File: src/rtl/snake_direction_controller.sv
// Turns debounced button levels into a queue of snake heading commands.
// The controller accepts only perpendicular turns. It releases one command on
// each game tick. Game over halts it until reset.
//
// state  | meaning
// S_IDLE | waiting for the first accepted press; ticks ignored
// S_RUN  | queue accepted presses, step and pop one command per tick
// S_HALT | game over: queue flushed, inputs ignored until reset
module snake_direction_controller #(
   parameter int unsigned c_QUEUE_DEPTH = 4,
   parameter logic [1:0]  c_INIT_DIR    = 2'b11
) (
   input  logic                             i_Clk,
   input  logic                             i_Reset,
   input  logic [3:0]                       i_Buttons,
   input  logic                             i_Tick,
   input  logic                             i_GameOver,
   output logic [1:0]                       o_Dir,
   output logic                             o_Step,
   output logic                             o_Running,
   output logic [$clog2(c_QUEUE_DEPTH):0]   o_Count,
   output logic                             o_Overflow
);

   localparam int unsigned PW = $clog2(c_QUEUE_DEPTH);
   localparam int unsigned CW = PW + 1;
   localparam logic [CW-1:0] FULL = CW'(c_QUEUE_DEPTH);

   typedef enum logic [1:0] {S_IDLE, S_RUN, S_HALT} state_t;

   state_t          state, state_nxt;
   logic [3:0]      prev_btn;
   logic [3:0]      press;
   logic            cand_valid;
   logic [1:0]      cand;
   logic [1:0]      ref_dir;
   logic            accept;
   logic            push, pop, flush, step_nxt, ovf_set;
   logic [1:0]      fifo_mem [c_QUEUE_DEPTH];
   logic [PW-1:0]   wr_ptr, rd_ptr;

   // Rising-edge press detect with fixed priority, and the reversal/duplicate filter.
   // The filter compares against the last queued heading, so a burst of presses
   // is judged as a path rather than against the current heading alone.
   always_comb begin
      press      = i_Buttons & ~prev_btn;
      cand_valid = |press;
      cand       = 2'b00;
      if (press[0])      cand = 2'b00;
      else if (press[1]) cand = 2'b01;
      else if (press[2]) cand = 2'b10;
      else if (press[3]) cand = 2'b11;
      ref_dir = (o_Count != '0) ? fifo_mem[wr_ptr - PW'(1)] : o_Dir;
      accept  = cand_valid && (cand[1] != ref_dir[1]);
   end

   // State register.
   always_ff @(posedge i_Clk) begin
      if (i_Reset) state <= S_IDLE;
      else         state <= state_nxt;
   end

   // Next-state and queue control. Game over overrides push and tick.
   always_comb begin
      state_nxt = state;
      push      = 1'b0;
      pop       = 1'b0;
      flush     = 1'b0;
      step_nxt  = 1'b0;
      ovf_set   = 1'b0;
      if (i_GameOver) begin
         state_nxt = S_HALT;
         flush     = 1'b1;
      end else begin
         case (state)
            S_IDLE: begin
               if (accept) begin
                  push      = 1'b1;
                  state_nxt = S_RUN;
               end
            end
            S_RUN: begin
               step_nxt = i_Tick;
               pop      = i_Tick && (o_Count != '0);
               if (accept) begin
                  // A pop in the same cycle frees a slot, so a full queue still takes the press.
                  if ((o_Count != FULL) || pop) push    = 1'b1;
                  else                          ovf_set = 1'b1;
               end
            end
            default: ;
         endcase
      end
   end

   // Queue storage; contents are don't-care while the count says empty.
   always_ff @(posedge i_Clk) begin
      if (push && !flush) fifo_mem[wr_ptr] <= cand;
   end

   // Heading, step strobe, pointers, occupancy and sticky overflow.
   always_ff @(posedge i_Clk) begin
      if (i_Reset) begin
         prev_btn   <= 4'hF;
         o_Dir      <= c_INIT_DIR;
         o_Step     <= 1'b0;
         o_Count    <= '0;
         o_Overflow <= 1'b0;
         wr_ptr     <= '0;
         rd_ptr     <= '0;
      end else begin
         prev_btn <= i_Buttons;
         o_Step   <= step_nxt;
         if (ovf_set) o_Overflow <= 1'b1;
         if (flush) begin
            o_Count <= '0;
            wr_ptr  <= '0;
            rd_ptr  <= '0;
         end else begin
            if (push) wr_ptr <= wr_ptr + PW'(1);
            if (pop) begin
               o_Dir  <= fifo_mem[rd_ptr];
               rd_ptr <= rd_ptr + PW'(1);
            end
            case ({push, pop})
               2'b10:   o_Count <= o_Count + CW'(1);
               2'b01:   o_Count <= o_Count - CW'(1);
               default: ;
            endcase
         end
      end
   end

   assign o_Running = (state == S_RUN);

endmodule

File: config.mk
export PLATFORM = sky130hd
export DESIGN_NAME = snake_direction_controller
export DESIGN_NICKNAME = d
export VERILOG_FILES = /design/src/rtl/snake_direction_controller.sv
export SDC_FILE = /design/constraint.sdc
export NUM_CORES = 1
export LEC_CHECK = 0
export CELL_PAD_IN_SITES_DETAIL_PLACEMENT = 0
export CELL_PAD_IN_SITES_GLOBAL_PLACEMENT = 2
export CORE_ASPECT_RATIO = 1.1
export CORE_MARGIN = 8
export CORE_UTILIZATION = 31
export DETAILED_ROUTE_END_ITERATION = 12
export PLACE_DENSITY_LB_ADDON = 0.05
export SLEW_MARGIN = 20
export SYNTH_ARGS = -nofsm -noshare
export SYNTH_HDL_FRONTEND = slang
export SYNTH_SLANG_ARGS = --single-unit
File: constraint.sdc
create_clock -name i_Clk -period 2.91 [get_ports i_Clk]
set_clock_uncertainty 0.15 [all_clocks]
set_input_delay 0.873 -clock i_Clk [delete_from_list [all_inputs] [get_ports i_Clk]]
set_output_delay 0.873 -clock i_Clk [all_outputs]
set_load 0.01 [all_outputs]
==> results.yml <==
min_path:
  hold_class: "reg2reg"
  whs_path_depth: 2
  hold_end: "o_Dir[0]"
  min_from: "o_Dir[0]"
grt:
  grt_use_total: 0.09448
  antenna_found_initial: 0
  grt_max_degree: 15
  grt_pass1_vias: 926
  grt_pass1_wl_um: 4278
  grt_remaining_overflow: 0
layout:
  fillers: 382
  final_common_cell: "buf_4"
  final_layout_size_suffix_gt1_frac: 0.4000
  final_cell_mix: "buf_4 (20), dfxtp_1 (15), clkdlybuf4s50_1 (11)"
  fin_cells: 195
  antennaDiodeCount: 0
  multiInputGateArea_sq_um: 623.1
  fin_util: 0.4586
  syn2layout_area_growth_pct: 43.52
  layout.nets: 160
  ff_latch_area_sq_um: 583.1
  fin_area_sq_um: 1663
placed_design:
  place_inst: 187
  dpl_worst_slack_ps: -478.5
  gp_congestion: 0.7472
  io_buffer_count: 15
  hpwlAfterDp_um: 2028
  placed_area_sq_um: 1500
sta:
  layout_min_cycle_time_ps: 2882
  timing.final.crit_share: 0.9905
  rsz0062_at_grt: "yes"
  whs_ps: 335.2
  timing.final.ws_setup_ps: 27.76
  maxSlewHeadroom: 0.5373
  finalSetupViolCount: 0
  worst_pin_slew_ps: 684.4
  drv_slew: 0
  max_freq_ghz: 0.3470
  hold_violations: 0
yosys:
  synth_ff_type: "dfxtp_1"
  async_flop_share: 0
  syn_area_sq_um: 1159
  syn_inst: 107
  synth-seq-cells: 25
  synth_cell_type_count: 29
  mappedNetlistNets: 121
  synth_area_per_cell_sq_um: 10.83
  yosysSeqAreaShare: 0.5011
  synth_edf_count: 8
  yosysWarnings: 0
setup_path:
  r2r-end: "o_Count[2]"
  cp.arrival_ps: 2940
  r2r-start: "wr_ptr[0]"
  cp_max_fo: 2
  rr_worst_depth: 13
  start_kind: "input port"
  rrSetupSlack_ps: 50
  cp-end-kind: "register"
  required_ps: 2970
  critPathKind: "in2reg"
clock_network:
  htreeDepth: 1
  clockBufferDepth: 2
  cts_root_buf: "clkbuf_8"
  cts.sinks: 25
  postCtsHoldBufs: 0
  insertion_delay_ps: 270
  cts_tree: "built"
  clk_pin_slew_ps: 90
  cts_made_buffers: 3
drt:
  first_pass_iters: 4
  drt-total-wl_um: 2615
  wl_per_cell_um: 13.41
  drc: 0
  drtIter0Drc: 14
  dr_total_vias: 890
  avgViaCountPerCell: 4.564
  ant_nets: 0
pwr:
  p_per_area_nw_per_um2: 389.2
  vdd_drop_max_mv: 0.1568
  leakage_nw: 0.6272
floorplanning:
  ios: 16
  core_sq_um: 3626
  rows: 23
  start_util: 0.3195
  die-area_sq_um: 5952
  die_y_um: 80.12
  die_width_um: 74.29
job:
  maxCapViolCount: 0
run_status:
  outcome: "finished, final reports clean"
logic make-up after synthesis:
kind of cell	after synthesis	synth area share
and+or+nand+nor	41	0.1933
adders and majority gates	6	0.07127
buffers and inverters	11	0.03564
DFF	25	0.5011
xor gates and xnor gates	4	0.03024
AOI/OAI and AO/OA	13	0.07127
muxes	7	0.09719
worst max-delay path by stage:
| stage | slack, ps | depth (start not counted) | end | startpoint |
|---|---|---|---|---|
| after floorplan | 20 | 11 | o_Count[2] | i_Buttons[0] |
| after global placement | -410 | 12 | o_Count[2] | i_Buttons[1] |
| after detailed placement | -480 | 12 | o_Count[2] | i_Buttons[1] |
| after CTS | 20 | 9 | o_Count[2] | i_GameOver |
| after global routing | -90 | 13 | o_Count[2] | wr_ptr[1] |
| final | 30 | 11 | o_Count[2] | i_Tick |
sequential cells by signal, indices dropped and copies added, names as in the netlist:
register    flops
o_Count         3
wr_ptr          2
fifo_mem        8
o_Overflow      1
state           2
o_Step          1
prev_btn        4
rd_ptr          2
o_Dir           2
power by group:
part	total [mW]	switching (mW)	internal [mW]
logic	0.0713	0.0321	0.0392
registers	0.370	0.00442	0.366
clock network	0.206	0.110	0.0957
area by class of cell:
type | count | share of cell area
Tap cell | 50 | 0.03762
Clock inverter | 1 | 0.003010
Inverter | 8 | 0.01806
Sequential cell | 25 | 0.3506
Clock buffer | 3 | 0.02483
Timing Repair Buffer | 37 | 0.1911
Multi-Input combinational cell | 71 | 0.3747
per-stage QoR:
step	power, mW	TNS (ps)
after floorplan	0.4052	0
after global placement	0.4406	-732.4
after detailed placement	0.4405	-882.3
after CTS	0.6561	0
after global routing	0.6796	-113.9
final	0.6471	0
Yosys cell counts, types with 2 or more instances:
cell type	instances	area [sq um]
edfxtp_1	8	240.2
a21oi_1	5	25.02
nor2_1	13	48.80
a31oi_1	2	12.51
dfxtp_1	17	340.3
and3_2	4	30.03
nand2_1	2	7.510
ha_1	5	62.56
clkbuf_1	3	11.26
mux4_2	3	67.56
o21ai_0	3	15.01
nand3_1	3	15.01
xor2_1	3	26.28
nor2b_1	3	18.77
inv_1	8	30.03
or3_1	2	12.51
or2_2	5	31.28
mux2i_1	3	30.03
nand2b_1	5	31.28
worst max-delay path: stages:
cell             delay [ps]
clkdlybuf4s50_1         430
nor4_2                  190
nand2b_4                180
nor2_1                   40
inv_1                    60
ha_2                    180
inv_2                    40
fa_2                    340
xor2_1                  160
or3_1                   320
a21oi_2                 120
metal layers:
layer | part of all wire | vias to the layer above | track usage | wire length (um)
met5 | 0 | - | 0 | 0
met4 | 0.0084 | 0 | 0.03529 | 22
met3 | 0.044 | 2 | 0.02740 | 114
met2 | 0.49 | 9 | 0.1558 | 1280
met1 | 0.46 | 431 | 0.1126 | 1197
li1 | - | 448 | - | -
timing repair:
action | 4_1_cts | 5_1_grt
endpoints found under the hold margin | 0 | 0
gates resized for setup | 13 | 14
pin swaps | 6 | 3
setup endpoints to repair | 2 | 2
buffers inserted | 2 | 2
Power figures use the tool's default switching activity.
